### config.mk
export PLATFORM = sky130hd
export DESIGN_NAME = ascon_round_ctrl_spa
export DESIGN_NICKNAME = d
export VERILOG_FILES = /design/src/rtl/ascon_round_ctrl_spa.sv
export SDC_FILE = /design/constraint.sdc
export NUM_CORES = 1
export LEC_CHECK = 0
export BUFFER_PORTS_ARGS = -buffer_cell sky130_fd_sc_hd__buf_4
export CORE_AREA = 2 2 39 41
export CTS_CLUSTER_SIZE = 24
export DETAILED_ROUTE_END_ITERATION = 8
export DIE_AREA = 0 0 41 43
export PLACE_DENSITY = 0.71
export SLEW_MARGIN = 20
export SYNTH_ARGS = -nofsm -noshare
export SYNTH_HDL_FRONTEND = slang
export SYNTH_SLANG_ARGS = --single-unit
### constraint.sdc
create_clock -name clk -period 5.03 [get_ports clk]
set_input_delay 1.006 -clock clk [delete_from_list [all_inputs] [get_ports clk]]
set_output_delay 1.006 -clock clk [all_outputs]
set_load 0.03 [all_outputs]
### src/rtl/ascon_round_ctrl_spa.sv
// Round controller for the SPA-protected Ascon permutation: fixed 14-cycle call latency for p^12/p^6 (and p^8).
// Optional feature: define ASCON_P8_EN to accept mode 2'b10 as p^8; otherwise it is rejected like the reserved mode.
module ascon_round_ctrl_spa (
    input  logic       clk,
    input  logic       rst,
    input  logic       start,
    input  logic [1:0] mode,
    input  logic       abort,
    output logic       busy,
    output logic       done,
    output logic       err,
    output logic       cst_sel,
    output logic       cst_en,
    output logic       round_en,
    output logic       last_round,
    output logic [3:0] rnd_idx
);

    // state | meaning
    // IDLE  | waiting for start; mode checked here
    // LOAD  | constant generator loads 0xF0, round counter cleared
    // SKIP  | generator advances past the constants of omitted rounds
    // RUN   | one permutation round per cycle, generator advances
    // DONE  | one-cycle completion pulse, generator holds
    typedef enum logic [2:0] {IDLE, LOAD, SKIP, RUN, DONE} state_t;

    state_t     state, state_nxt;
    logic [3:0] cnt, cnt_nxt;
    logic [3:0] skip, skip_nxt;
    logic       err_q, err_nxt;
    logic       mode_ok;
    logic [3:0] mode_skip;

    always_comb begin
        mode_ok   = 1'b0;
        mode_skip = 4'd0;
        case (mode)
            2'b00: begin
                mode_ok   = 1'b1;
                mode_skip = 4'd0;
            end
            2'b01: begin
                mode_ok   = 1'b1;
                mode_skip = 4'd6;
            end
`ifdef ASCON_P8_EN
            2'b10: begin
                mode_ok   = 1'b1;
                mode_skip = 4'd4;
            end
`endif
            default: begin
                mode_ok   = 1'b0;
                mode_skip = 4'd0;
            end
        endcase
    end

    always_ff @(posedge clk or posedge rst) begin
        if (rst) begin
            state <= IDLE;
            cnt   <= 4'd0;
            skip  <= 4'd0;
            err_q <= 1'b0;
        end else begin
            state <= state_nxt;
            cnt   <= cnt_nxt;
            skip  <= skip_nxt;
            err_q <= err_nxt;
        end
    end

    always_comb begin
        state_nxt = state;
        cnt_nxt   = cnt;
        skip_nxt  = skip;
        err_nxt   = 1'b0;
        case (state)
            IDLE: begin
                if (start) begin
                    if (mode_ok) begin
                        state_nxt = LOAD;
                        skip_nxt  = mode_skip;
                    end else begin
                        err_nxt = 1'b1;
                    end
                end
            end
            LOAD: begin
                cnt_nxt   = 4'd0;
                state_nxt = (skip != 4'd0) ? SKIP : RUN;
            end
            SKIP: begin
                cnt_nxt = cnt + 4'd1;
                if (cnt == skip - 4'd1)
                    state_nxt = RUN;
            end
            RUN: begin
                // counter leaves 11 only through the state exit, so 12..15 never appear
                if (cnt == 4'd11) begin
                    state_nxt = DONE;
                    cnt_nxt   = 4'd0;
                end else begin
                    cnt_nxt = cnt + 4'd1;
                end
            end
            DONE: state_nxt = IDLE;
            default: begin
                state_nxt = IDLE;
                cnt_nxt   = 4'd0;
            end
        endcase
        if (abort && state != IDLE) begin
            state_nxt = IDLE;
            cnt_nxt   = 4'd0;
        end
    end

    always_comb begin
        busy       = (state != IDLE);
        done       = (state == DONE);
        err        = err_q;
        cst_sel    = (state == LOAD);
        cst_en     = (state == LOAD) || (state == SKIP) || (state == RUN);
        round_en   = (state == RUN);
        last_round = (state == RUN) && (cnt == 4'd11);
        rnd_idx    = ((state == SKIP) || (state == RUN)) ? cnt : 4'd0;
    end

endmodule

Yosys cells after proc, flatten, opt, wreduce, memory -nomap -nowiden. Cells that the tools add are included.

Word-level logic and storage cells: 47. Memory bits (read-only): 0. Latch bits: 0. Flip-flop bits (word level): 12. Bits of input ports: 6. Output and inout port bits: 11. Memories kept: 0. Bits in writable memories: 0.

Multiplexer cells: 16. $lt $le $gt $ge: 0. Equality and inequality tests: 12. Multipliers: 0. Divide/modulo/power cells: 0. Bitwise operators: 0. Add/subtract/negate cells: 2. Shift operators: 0. Reductions and logical operators: 13.

Operators by type and width (count): $mux 3 (6); $mux 4 (3); $pmux 3 s4 (1); $pmux 4 s3 (1); $ne 3x3->1 const B (3); $eq 3x2->1 const B (2); $mux 1 (5); $add 4x1->4 const B (1); $eq 4x4->1 (1); $eq 4x4->1 const B (1); $reduce_and 4->1 (1); $reduce_bool 4->1 (1); $reduce_or 2->1 (2); $sub 4x1->4 const B (1); $eq 3x1->1 const B (1); $eq 3x3->1 const B (1); $logic_not 3->1 (1); $logic_or 1x1->1 (3); $ne 3x1->1 const B (1); $reduce_and 3->1 (1); $reduce_bool 3->1 (1); $eq 2x1->1 const B (1); $logic_and 1x1->1 (2); $logic_not 2->1 (1); $ne 2x1->1 const B (1).

Logic depth before layout (Yosys ltp).
Depth in word-level cells: 7. Mapped depth: 5. Mapped depth without buffers: 5.

Worst setup path after synthesis. No wires, ideal clock.

Path type: register -> output. Start point: reg state[0]. End point: out cst_sel. Data required time: 4.024 ns. Data arrival time: 1.424 ns. Stages on the path, launching flop included: 3. Setup slack: 2.600 ns. Path through: dfrtp_1 -> clkbuf_1 -> nor3b_1.

Cells in the longest elaborated chain, start to end: 1.

Ends and longest elaborated chain: start: declaration (RTL line 27) `state_t state, state_nxt;`; start signal: assignment (RTL line 66) `state <= state_nxt;`; $eq 3x1->1 (RTL line 123) `cst_sel = (state == LOAD);`; end: declaration (RTL line 12) `output logic cst_sel,`.

Every way passes these cells.

Worst setup path after layout.
Start point: reg state[1]. End point: out last_round.

Cells in the longest elaborated chain, start to end: 2.

Ends and longest elaborated chain: $eq 3x2->1 (RTL line 126) `last_round = (state == RUN) && (cnt == 4'd11);`; $logic_and 1x1->1 (RTL line 126); end: declaration (RTL line 15) `output logic last_round,`.

Every way passes these cells.

==> impl_results.md <==
* Status: finished clean
* Worst Path Buf+Inv at 2
* PortBufs at 16
* Synth area leaders: dfrtp_1, and2_1, nand2_1
* Power Density at approximately 560 nW/um^2
* Register bit total from synthesis at 9
* Die Area at 1760 um^2
* Fraction of registers with async set or reset after synthesis at 1.00
* Cell taking the most area after synthesis: dfrtp_1
* Clock Skews at 0.00172 ns
* Pleak at 0.360 nW
* Total track usage at 0.175
* Number of DRC markers in iteration 0 at 12
* Core Area at 1380 um^2
* Standard-cell row count at 14
* Tmin final at 2.61 ns
* Area Growth Syn to Fin at 23.0%
* DRC at 0
* Cell variety after synth at 31
* Avg Cell Area, Syn at 9.23 um^2
* Cells after synthesis at between 60 and 70
* Hold_sp: skip[1]
* Final setup TNS at 0 ns
* Via count at just over 500
* Die Y at 43 um
* CTS tree: yes
* Worst EP required at 4.02 ns
* CP max-delay cell: dfrtp_1
* Final Hold Vio Count at 0
* CTS root buf: clkbuf_4
* R2R Setup Slk at just over 3 ns
* Flop pwr share at 0.330
* Crit path max-delay family: flip-flops
* Top-level port count at 17
* Syn_nets at 73
* Pint at 0.224 mW
* Vias/cell at 5.30
* CP Class: reg -> out
* Relative slew margins at 0.685
* Sequential fraction of the synthesis area at 0.370
* Critical path launch point type: flop
* Fin cells at 98
* Synth warn at 0
* DP Worst Slack at about 2.7 ns
* DRT Wirelength at 1.21 mm
* RD Place Congestion at between 0.8 and 0.9
* Clock power share at 0.136
* Drt wl/cell at about 12 um
* Gr ovfl total at 0
* Placed Cells at 94
* Crit end category: output pin
* Hold crit path type: reg -> reg
* Max-slew violation count at 0
* Final setup violation count at 0
* Antenna cells at 0
* Num CTS Buffers at 3
* Max Fanout on Critical Path at 10
* Final worst slack at around 2.4 ns
* Clock Tree Buf Depth at 2
* Number of antenna violations at the first check in global routing at 0
* Nets at 90
* Worst-margin pin slew at 0.469 ns
* Tcrit/Tclk final at 0.518
* Power share of the combinational group at 0.533
* Top FF cell, synth: dfrtp_1
* Pre-Repair DR Iteration Count at 4
* CTS sink count at 9
* Die X at just over 40 um
* Number of flops mapped to enable cells by yosys at 0
* Unrepaired setup endpoints after global routing: no
* Post-CTS Repair Setup Buffers at 0
* Starting density of the core at 0.440
* Max VDD drop at 0.207 mV
* Vias in the first global route at about 480
* CTS clock-pin slew for the worst setup and hold paths at 0.06 ns
* Hold_buf cts at 0
* Share of cells above drive strength 1 at 0.268
* Switching Share at 0.467
* Reg-to-Reg Start: cnt[0]
* Skew-Pair Late Insertion Delay at 0.26 ns
* Critical Path, Cell by Cell: and2b_1 -> nand2_1 -> inv_1 -> and3_1 -> buf_4
* Global-route wire length before repair at 2.04 mm
* Max Cap Viol at 0
* Psw at 0.196 mW
* ANT nets after route at 0
* Dpl hpwl at 926 um
* Post-cts sizing count at 0
* CP Launch Point: state[1]
* H-tree levels at 1
* Max Fclk at 384 MHz
* CP peak stage delay at 0.55 ns
* Critical path data arrival time at approximately 1.6 ns
* Synth top area share at 0.370
* Largest net degree at the start of global routing at 13
* Mapped Area at 609 um^2
## registers in the layout, summed over array words and instances (netlist names)
| signal | flops |
|---|---|
| skip | 1 |
| err | 1 |
| state | 3 |
| cnt | 4 |
## power groups by stage
stage | Sequential [mW] | Combinational, mW | Clock (mW)
floorplan | 0.117 | 0.191 | 0
finish | 0.138 | 0.224 | 0.0572
CTS | 0.138 | 0.226 | 0.0591
global route | 0.145 | 0.249 | 0.0658
global placement | 0.139 | 0.223 | 0
detailed placement | 0.139 | 0.225 | 0
## cell usage after synthesis, types with 2 or more instances
master	count
dfrtp_1	9
nand2_1	7
and2_1	5
inv_1	4
nor2_1	4
o21ai_0	4
o31ai_1	3
or3b_1	3
and3_1	2
clkbuf_1	2
nor2b_1	2
nor3_1	2
## logic make-up (layout without fill, tap and decap cells)
| group | count (synthesis) | count (layout) | share of synthesized area |
|---|---|---|---|
| AND/OR/NAND/NOR | 30 | 30 | 0.287 |
| AO/OA/AOI/OAI | 14 | 14 | 0.181 |
| flip-flops | 9 | 9 | 0.370 |
| buffers and inverters | 8 | 24 | 0.0678 |
| multiplexers | 3 | 3 | 0.0595 |
| adder cells (fa/ha/maj) | 1 | 1 | 0.0205 |
| XOR/XNOR | 1 | 1 | 0.0144 |
## per-layer routing
layer	global-route usage	up-vias	routed length (um)
met2	0.250	14	576
met5	0	-	0
li1	-	262	-
met1	0.228	239	550
met4	0.120	0	25
met3	0.0314	4	52
## worst register-to-register path, stage by stage, from the launching register on
cell and delay (ns):
dfrtp_1 0.44, ha_1 0.23, nor2b_1 0.18, a31oi_4 0.27, or3b_1 0.42, mux2_4 0.31
## path summary, 6_finish.rpt
check	end	depth (start not counted)
max	last_round	5
min	skip[1]	1
max reg2reg	state[0]	5
min reg2reg	skip[1]	1
max in group asynchronous	cnt[2]	2
min in group asynchronous	state[0]	2
## final cells by class
class	instances	area, um^2
timing repair buffer	16	120
clock buffer	4	26.3
tap	16	20.0
multi-input combinational	49	343
sequential	9	225
inverter	4	15.0
fill	145	634
## placed cells by master, fill, tap and decap left out, drive strengths merged, types with 2 or more instances in the layout
master  count
or3b        3
o31ai       3
clkbuf      4
buf        16
and2        5
nand2       7
nor3        2
o21ai       4
mux2        2
inv         4
nor2b       2
nor2        4
and3        2
dfrtp       9
a31oi       2
## stage by stage
| step | util | hold WS, ns | instance area [um^2] | power (mW) |
|---|---|---|---|---|
| floorplan | - | 0.479 | 609 | 0.307 |
| global placement | 0.523 | 0.508 | 723 | 0.361 |
| detailed placement | 0.523 | 0.512 | 723 | 0.364 |
| CTS | 0.542 | 0.525 | 749 | 0.423 |
| global route | 0.542 | 0.555 | 749 | 0.459 |
| finish | 0.542 | 0.521 | 749 | 0.419 |
Note: power is estimated with default switching activity, not from simulation.
